`src/rtl/mips_pkg.sv`:
```
// Shared MIPS decode definitions: opcode/funct encodings, the packed
// control word carried from decode to execute, and its width.
package mips_pkg;

    localparam logic [5:0] OP_RTYPE = 6'b000000;
    localparam logic [5:0] OP_J     = 6'b000010;
    localparam logic [5:0] OP_JAL   = 6'b000011;
    localparam logic [5:0] OP_BEQ   = 6'b000100;
    localparam logic [5:0] OP_BNE   = 6'b000101;
    localparam logic [5:0] OP_ANDI  = 6'b001100;
    localparam logic [5:0] OP_ORI   = 6'b001101;
    localparam logic [5:0] OP_XORI  = 6'b001110;
    localparam logic [5:0] OP_LUI   = 6'b001111;
    localparam logic [5:0] OP_LW    = 6'b100011;
    localparam logic [5:0] OP_SW    = 6'b101011;

    localparam logic [5:0] FN_SLL   = 6'b000000;
    localparam logic [5:0] FN_SRL   = 6'b000010;
    localparam logic [5:0] FN_SRA   = 6'b000011;
    localparam logic [5:0] FN_SLLV  = 6'b000100;
    localparam logic [5:0] FN_SRLV  = 6'b000110;
    localparam logic [5:0] FN_SRAV  = 6'b000111;
    localparam logic [5:0] FN_JR    = 6'b001000;

    // Field order is the bit order of ex_ctrl, jr at the MSB.
    typedef struct packed {
        logic       jr;
        logic       jmp;
        logic       jal;
        logic       branch;
        logic       nbranch;
        logic       reg_dst;
        logic       mem_to_reg;
        logic       reg_write;
        logic       mem_write;
        logic       alu_src;
        logic       i_format;
        logic       sftmd;
        logic [1:0] alu_op;
        logic       illegal;
    } ctrl_t;

    localparam int CTRL_W = $bits(ctrl_t);

    // Opcodes whose rt field is a source operand rather than a destination.
    function automatic logic reads_rt(input logic [5:0] op);
        case (op)
            OP_RTYPE, OP_BEQ, OP_BNE, OP_SW: reads_rt = 1'b1;
            default:                         reads_rt = 1'b0;
        endcase
    endfunction

endpackage

```
`src/rtl/id_ctrl_dec.sv`:
```
// Purely combinational instruction decoder: control word, destination
// register and extended immediate for one 32-bit instruction.
module id_ctrl_dec
    import mips_pkg::*;
#(
    parameter int XLEN = 32
) (
    input  logic [31:0]     instr,
    output ctrl_t           ctrl,
    output logic [4:0]      wr_addr,
    output logic [XLEN-1:0] imm
);

    logic [5:0] op;
    logic [5:0] fn;
    logic       is_r;
    logic       is_lw;
    logic       is_sw;
    logic       is_j;
    logic       is_jal;
    logic       is_beq;
    logic       is_bne;
    logic       is_i;
    logic       is_ill;
    logic       is_jr;
    logic       is_shift;
    logic       legal;

    assign op    = instr[31:26];
    assign fn    = instr[5:0];
    assign is_jr = is_r && (fn == FN_JR);
    assign legal = !is_ill;

    // Opcode classification; anything unrecognised is illegal.
    always_comb begin
        is_r   = 1'b0;
        is_lw  = 1'b0;
        is_sw  = 1'b0;
        is_j   = 1'b0;
        is_jal = 1'b0;
        is_beq = 1'b0;
        is_bne = 1'b0;
        is_i   = 1'b0;
        is_ill = 1'b0;
        case (op)
            OP_RTYPE: is_r   = 1'b1;
            OP_LW:    is_lw  = 1'b1;
            OP_SW:    is_sw  = 1'b1;
            OP_J:     is_j   = 1'b1;
            OP_JAL:   is_jal = 1'b1;
            OP_BEQ:   is_beq = 1'b1;
            OP_BNE:   is_bne = 1'b1;
            default: begin
                if (op[5:3] == 3'b001) begin
                    is_i = 1'b1;
                end else begin
                    is_ill = 1'b1;
                end
            end
        endcase
    end

    // Shift-family funct detection.
    always_comb begin
        case (fn)
            FN_SLL, FN_SRL, FN_SRA, FN_SLLV, FN_SRLV, FN_SRAV: is_shift = 1'b1;
            default:                                          is_shift = 1'b0;
        endcase
    end

    // Control word; side-effecting and flow-changing bits are gated by legality.
    always_comb begin
        ctrl            = ctrl_t'({CTRL_W{1'b0}});
        ctrl.jr         = is_jr && legal;
        ctrl.jmp        = is_j && legal;
        ctrl.jal        = is_jal && legal;
        ctrl.branch     = is_beq && legal;
        ctrl.nbranch    = is_bne && legal;
        ctrl.reg_dst    = is_r;
        ctrl.mem_to_reg = is_lw;
        ctrl.reg_write  = (is_r || is_lw || is_jal || is_i) && !is_jr && legal;
        ctrl.mem_write  = is_sw && legal;
        ctrl.alu_src    = is_i || is_lw || is_sw;
        ctrl.i_format   = is_i;
        ctrl.sftmd      = is_r && is_shift;
        ctrl.alu_op     = {is_r || is_i, is_beq || is_bne};
        ctrl.illegal    = is_ill;
    end

    // Destination register select: link register for jal, rd for R-type.
    always_comb begin
        if (is_jal) begin
            wr_addr = 5'd31;
        end else if (is_r) begin
            wr_addr = instr[15:11];
        end else begin
            wr_addr = instr[20:16];
        end
    end

    // Immediate extension: logical ops zero-extend, lui shifts up then sign-extends.
    always_comb begin
        case (op)
            OP_ANDI, OP_ORI, OP_XORI: imm = XLEN'(instr[15:0]);
            OP_LUI:                   imm = XLEN'($signed({instr[15:0], 16'h0000}));
            default:                  imm = XLEN'($signed(instr[15:0]));
        endcase
    end

endmodule

```
`src/rtl/id_stage.sv`:
```
// Decode pipeline stage: registered decode output with valid/ready handshake,
// flush, and optional load-use interlock enabled by ID_STAGE_LOADUSE_EN.
module id_stage
    import mips_pkg::*;
#(
    parameter int XLEN  = 32,
    parameter int CNT_W = 16
) (
    input  logic              clock,
    input  logic              reset,
    input  logic              if_valid,
    input  logic [31:0]       if_instr,
    input  logic [XLEN-1:0]   if_pc,
    output logic              if_ready,
    input  logic              flush,
    input  logic              ex_ready,
    output logic              ex_valid,
    output logic [CTRL_W-1:0] ex_ctrl,
    output logic [4:0]        ex_rs,
    output logic [4:0]        ex_rt,
    output logic [4:0]        ex_wr_addr,
    output logic [5:0]        ex_opcode,
    output logic [5:0]        ex_funct,
    output logic [XLEN-1:0]   ex_imm,
    output logic [XLEN-1:0]   ex_pc,
    output logic [CNT_W-1:0]  stall_cnt
);

    ctrl_t           dec_ctrl;
    logic [4:0]      dec_wr_addr;
    logic [XLEN-1:0] dec_imm;
    logic            hazard;
    logic            slot_free;
    logic            accept;

    id_ctrl_dec #(
        .XLEN    (XLEN)
    ) u_dec (
        .instr   (if_instr),
        .ctrl    (dec_ctrl),
        .wr_addr (dec_wr_addr),
        .imm     (dec_imm)
    );

    assign slot_free = !ex_valid || ex_ready;
    assign if_ready  = slot_free && !hazard && !flush;
    assign accept    = if_valid && if_ready;

`ifdef ID_STAGE_LOADUSE_EN
    ctrl_t held_ctrl;
    logic  rs_hit;
    logic  rt_hit;

    assign held_ctrl = ctrl_t'(ex_ctrl);
    assign rs_hit    = (ex_wr_addr == if_instr[25:21]);
    assign rt_hit    = reads_rt(if_instr[31:26]) && (ex_wr_addr == if_instr[20:16]);
    assign hazard    = if_valid && ex_valid && held_ctrl.mem_to_reg &&
                       (ex_wr_addr != 5'd0) && (rs_hit || rt_hit);

    // Bubble counter, saturating; a flush cancels the stall it would count.
    always_ff @(posedge clock or posedge reset) begin
        if (reset) begin
            stall_cnt <= {CNT_W{1'b0}};
        end else if (hazard && ex_ready && !flush && (stall_cnt != {CNT_W{1'b1}})) begin
            stall_cnt <= stall_cnt + CNT_W'(1);
        end else begin
            stall_cnt <= stall_cnt;
        end
    end
`else
    assign hazard    = 1'b0;
    assign stall_cnt = {CNT_W{1'b0}};
`endif

    // Valid bit: flush kills, acceptance fills, a consume or bubble empties.
    always_ff @(posedge clock or posedge reset) begin
        if (reset) begin
            ex_valid <= 1'b0;
        end else if (flush) begin
            ex_valid <= 1'b0;
        end else if (accept) begin
            ex_valid <= 1'b1;
        end else if (slot_free) begin
            ex_valid <= 1'b0;
        end else begin
            ex_valid <= ex_valid;
        end
    end

    // Payload register, loaded only on acceptance so a stalled slot stays stable.
    always_ff @(posedge clock or posedge reset) begin
        if (reset) begin
            ex_ctrl    <= {CTRL_W{1'b0}};
            ex_rs      <= 5'd0;
            ex_rt      <= 5'd0;
            ex_wr_addr <= 5'd0;
            ex_opcode  <= 6'd0;
            ex_funct   <= 6'd0;
            ex_imm     <= {XLEN{1'b0}};
            ex_pc      <= {XLEN{1'b0}};
        end else if (accept) begin
            ex_ctrl    <= dec_ctrl;
            ex_rs      <= if_instr[25:21];
            ex_rt      <= if_instr[20:16];
            ex_wr_addr <= dec_wr_addr;
            ex_opcode  <= if_instr[31:26];
            ex_funct   <= if_instr[5:0];
            ex_imm     <= dec_imm;
            ex_pc      <= if_pc;
        end else begin
            ex_ctrl    <= ex_ctrl;
            ex_rs      <= ex_rs;
            ex_rt      <= ex_rt;
            ex_wr_addr <= ex_wr_addr;
            ex_opcode  <= ex_opcode;
            ex_funct   <= ex_funct;
            ex_imm     <= ex_imm;
            ex_pc      <= ex_pc;
        end
    end

endmodule
```
`config.mk`:
```
export PLATFORM = sky130hd
export DESIGN_NAME = id_stage
export DESIGN_NICKNAME = d
export VERILOG_FILES = /design/src/rtl/mips_pkg.sv /design/src/rtl/id_ctrl_dec.sv /design/src/rtl/id_stage.sv
export SDC_FILE = /design/constraint.sdc
export NUM_CORES = 1
export LEC_CHECK = 0
export ABC_AREA = 1
export BUFFER_PORTS_ARGS = -buffer_cell sky130_fd_sc_hd__clkbuf_2
export CAP_MARGIN = 20
export CORE_ASPECT_RATIO = 0.7
export CORE_UTILIZATION = 38
export DETAILED_ROUTE_END_ITERATION = 10
export GPL_TIMING_DRIVEN = 0
export PLACE_DENSITY = 0.66
export SYNTH_ARGS = -nofsm -noshare
export SYNTH_HDL_FRONTEND = slang
export SYNTH_SLANG_ARGS = --single-unit
```
`constraint.sdc`:
```
create_clock -name clock -period 8.8 [get_ports clock]
set_clock_uncertainty 0.1 [all_clocks]
set_input_delay 0.88 -clock clock [delete_from_list [all_inputs] [get_ports clock]]
set_output_delay 0.88 -clock clock [all_outputs]
set_load 0.02 [all_outputs]
```
## After elaboration in Yosys (flattened, before gate mapping)

Cells that the tools add are included.

| word-level totals | value |
|---|---|
| register bits | 107 |
| word-level logic and storage cells | 74 |
| bits of input ports | 69 |

| cells by class | value |
|---|---|
| reduce and logical (&&, ||, !) cells | 30 |
| mux-type cells | 18 |
| eq/ne operators | 17 |

Operators by type and width:

| operator | count |
|---|---|
| $pmux 32 s2 | 1 |
| $eq 6x3->1 const B | 5 |
| $eq 6x4->1 const B | 5 |
| $eq 6x2->1 const B | 4 |
| $mux 1 | 15 |
| $eq 6x6->1 const B | 2 |
| $logic_and 1x1->1 | 12 |
| $logic_not 6->1 | 2 |
| $mux 5 | 2 |
| $logic_or 1x1->1 | 8 |
| $reduce_or 7->1 | 1 |
| $reduce_or 6->1 | 1 |
| $logic_not 1->1 | 4 |
| $eq 3x1->1 const B | 1 |
| $reduce_bool 3->1 | 1 |
| $reduce_or 3->1 | 1 |

## Logic depth before layout (Yosys ltp)

| logic depth | value |
|---|---|
| word-level depth | 7 |
| mapped depth | 8 |
| gate-level depth less buffers | 7 |

## Cells and area by module

Synthesis repeated with hierarchy kept, for this count alone.

| unflattened totals | value |
|---|---|
| cell total of the unflattened synthesis | 609 |
| area total of the unflattened synthesis | 5137.4 µm² |

Modules (own cells, without submodules):

| module | instances | cells an instance | area each (µm²) |
|---|---|---|---|
| id_stage | 1 | 494 | 4513.1 |
| id_ctrl_dec | 1 | 115 | 624.3 |

## Worst setup path after synthesis

Ideal clock, no wire load.

| timing path | value |
|---|---|
| path type | input to output |
| start point | in ex_ready |
| end point | out if_ready |
| cell stages on the path | 2 |
| setup slack | 6.569 ns |
| arrival | 1.251 ns |
| required time | 7.820 ns |
| path through | nor2_2 -> nor2_1 |

| on the way | value |
|---|---|
| cells in the longest elaborated chain, start to end | 2 |

RTL lines:

| element | RTL line | text |
|---|---|---|
| from (decl) | id_stage.sv:16 | `input logic ex_ready,` |
| $logic_or 1x1->1 | id_stage.sv:45 | `assign slot_free = !ex_valid \|\| ex_ready;` |
| $logic_and 1x1->1 | id_stage.sv:46 | `assign if_ready = slot_free && !hazard && !flush;` |
| to (decl) | id_stage.sv:14 | `output logic if_ready,` |

Every way passes these cells.

## Worst setup path in the final report

Same ends and word-level chain as after synthesis.

==> summary.md <==
| Metric | Value |
|---|---|
| Place WS | 6.46 ns |
| Vias | around 4,000 |
| Post-synthesis register bit count | 107 |
| Final Max Slew Viols | 0 |
| Die height | between 90 and 100 um |
| NumNets Final | 769 |
| Row cnt | 32 |
| Setup Buffers After CTS | 0 |
| Number of global-route vias before repair | about 3,800 |
| Sequential-to-total area share from yosys stat | 0.607 |
| Mapped Cells | a little under 500 |
| Number of I/O pins | between 150 and 200 |
| Layout filler cell count | about 1,100 |
| Synth cell types | 24 |
| Routability congestion estimate | 0.927 |
| Fin. Hold Viols | 0 |
| Post-DR vias/cell | approximately 4.7 |
| CTS Hold Bufs | 0 |
| Number of detailed-route iterations in the first pass | 5 |
| Startpoint class of the critical path | input port |
| Port Buffers | around 180 |
| Tot GR Track Use | 0.218 |
| Final Critical Period | 2.34 ns |
| Antenna viol nets, final | 0 |
| Setup TNS | 0 ns |
| Area growth syn-to-layout | 34.2% |
| Slew @ Worst Pin | approximately 0.66 ns |
| Residual DRC | 0 |
| Wire length of the first global-routing pass | 19,700 um |
| CORE AREA | 11,200 sq um |
| Longest Clk Path Bufs | 2 |
| Post-CTS sizing | 0 |
| Final Setup Violations | 0 |
| Syn Area/Cell | 8.87 sq um |
| Clock slew at the register clock pins of the worst setup and hold paths | roughly 0.070 ns |
| Hold WC Path Type | reg2reg |
| Placed cell area | 5570 sq um |
| Die Wd | 131 um |
| GRT overflow | 0 |
| CTS tree | built |
| CTS root buf | clkbuf_16 |
| CP endpoint kind | primary output |
| Antenna cells | 0 |
| Yosys top cell area share | 0.607 |
| CP max FO | 3 |
| Worst hold margin | ~0.38 ns |
| Layout Cells excl Fill | about 860 |
| Routed len/inst | roughly 15 um |
| Largest net degree at the start of global routing | 57 |
| Layout cells sized above 1 | 0.335 |
| Yosys top cell by area | dfrtp_1 |
| Maxcap violations | 0 |
| Final Cell Area | ~6000 sq um |
| Synth Cell Area | approximately 4400 sq um |
| Outcome | finished, final reports clean |
| Finished Core Util | 0.529 |
| Post-DP HPWL | slightly below 10,000 um |
| Synthesis warning total | 0 |
| Pwr dens | between 200 and 250 nW/um^2 |
| Max-slew headroom | 0.558 |
| Largest cells by area after synthesis | dfrtp_1 (61%), nand2_1 (19%), nand3_1 (4.4%), buf_4 (3.1%), o21ai_0 (2.2%) |
| Post-Route WL | 12,700 um |
| Num CTS Buffers | 9 |
| Initial Util | 0.395 |
| F_max | ~0.43 GHz |
| Initial antenna violation count | 0 |
| Final Cycle Share | 0.266 |
| RSZ-0062 raised after global routing | no |
| DR iter-0 viols | 286 |
| Area of the die | roughly 12,000 sq um |
| Crit path kind | in2out |
| Worst EP arrival | approximately 1.4 ns |
| Design Power | about 1.4 mW |
| Peak supply drop | roughly 0.13 mV |
| PnR worst setup slack | between 6 and 7 ns |
| Placed cells | ~840 |
| Worst-Skew Late Latency | between 0.3 and 0.4 ns |
| Htree depth | 3 |
| Worst endpoint required time | 7.82 ns |
| Pleak | roughly 3.4 nW |
| Clk sinks | around 110 |
[cells in the final DEF, fill, tap and decap left out]
| master | synthesis | routed |
|---|---|---|
| a21oi_1 | 10 | 10 |
| a2bb2oi_1 | 5 | 5 |
| buf_1 | 2 | 2 |
| buf_16 | 0 | 1 |
| buf_2 | 15 | 15 |
| buf_4 | 18 | 18 |
| bufinv_16 | 0 | 3 |
| clkbuf_1 | 6 | 6 |
| clkbuf_16 | 0 | 9 |
| clkbuf_2 | 0 | 176 |
| clkinvlp_4 | 0 | 2 |
| conb_1 | 1 | 16 |
| dfrtp_1 | 107 | 107 |
| inv_1 | 13 | 12 |
| inv_2 | 1 | 1 |
| inv_4 | 0 | 1 |
| inv_6 | 0 | 2 |
| nand2_1 | 223 | 223 |
| nand2_2 | 1 | 1 |
| nand3_1 | 39 | 39 |
| nand3_2 | 1 | 1 |
| nand4_1 | 4 | 4 |
| nor2_1 | 14 | 14 |
| nor2_2 | 2 | 2 |
| nor2_4 | 2 | 2 |
| nor3_2 | 1 | 1 |
| o211ai_1 | 2 | 2 |
| o21ai_0 | 19 | 19 |
| o21ai_1 | 9 | 9 |
| o31ai_1 | 1 | 1 |
| or2_2 | 1 | 1 |
[power breakdown]
| group | total [mW] | internal, mW | switching [mW] | leakage (nW) |
|---|---|---|---|---|
| clock | 0.469 | 0.280 | 0.188 | 0.163 |
| combinational | 0.297 | 0.0988 | 0.198 | 1.87 |
| sequential | 0.596 | 0.558 | 0.0385 | 1.34 |
| total | 1.36 | 0.937 | 0.425 | 3.37 |
[cell families after synthesis]
family                 synth area share
AND/OR/NAND/NOR                   0.267
flip-flops                        0.607
buffers and inverters            0.0664
AO/OA/AOI/OAI                    0.0582
other                          0.000851
[state kept, by name, indices dropped and copies added, names as in the netlist]
name and flops:
ex_imm 32, ex_pc 32, ex_ctrl 15, ex_funct 6, ex_opcode 6, ex_rs 5
ex_rt 5, ex_wr_addr 5, ex_valid 1
[worst paths after layout]
path / from / endpoint / slack, ns / cells after the start
min reg2reg: ex_opcode[4] / ex_opcode[4] / 0.38 / 2
max in group asynchronous: reset / ex_imm[18] / 7.38 / 3
min: ex_opcode[4] / ex_opcode[4] / 0.38 / 2
max: ex_ready / if_ready / 6.46 / 4
max reg2reg: ex_valid / ex_pc[3] / 7.08 / 8
min in group asynchronous: reset / ex_imm[2] / 0.52 / 2
[worst max-delay path: stages]
cell and delay [ns]:
clkbuf_2 0.09, nor2_2 0.15, nor2_1 0.08, clkbuf_2 0.16
[final cells by class]
cell class              count  area [sq um]  area share
multi-input cells         350          1490       0.253
well taps                 153           191      0.0324
plain buffers              41           240      0.0406
clock inverters             7           123      0.0207
clock buffers               9           225      0.0381
inverters                  14          55.1     0.00931
repair buffers            177           908       0.154
flip-flops and latches    107          2680       0.453
[synthesized netlist by cell type (all sizes together)]
master / n
a21oi: 10
a2bb2oi: 5
buf: 35
clkbuf: 6
conb: 1
dfrtp: 107
inv: 14
nand2: 224
nand3: 40
nand4: 4
nor2: 18
nor3: 1
o211ai: 2
o21ai: 28
o31ai: 1
or2: 1
[metal layers]
layer	track usage	share of wire
met1	0.303	0.47
met2	0.334	0.45
met3	0.0618	0.074
met4	0.0517	0.0099
met5	0	0
No activity file was read; power rests on OpenSTA's default activity.
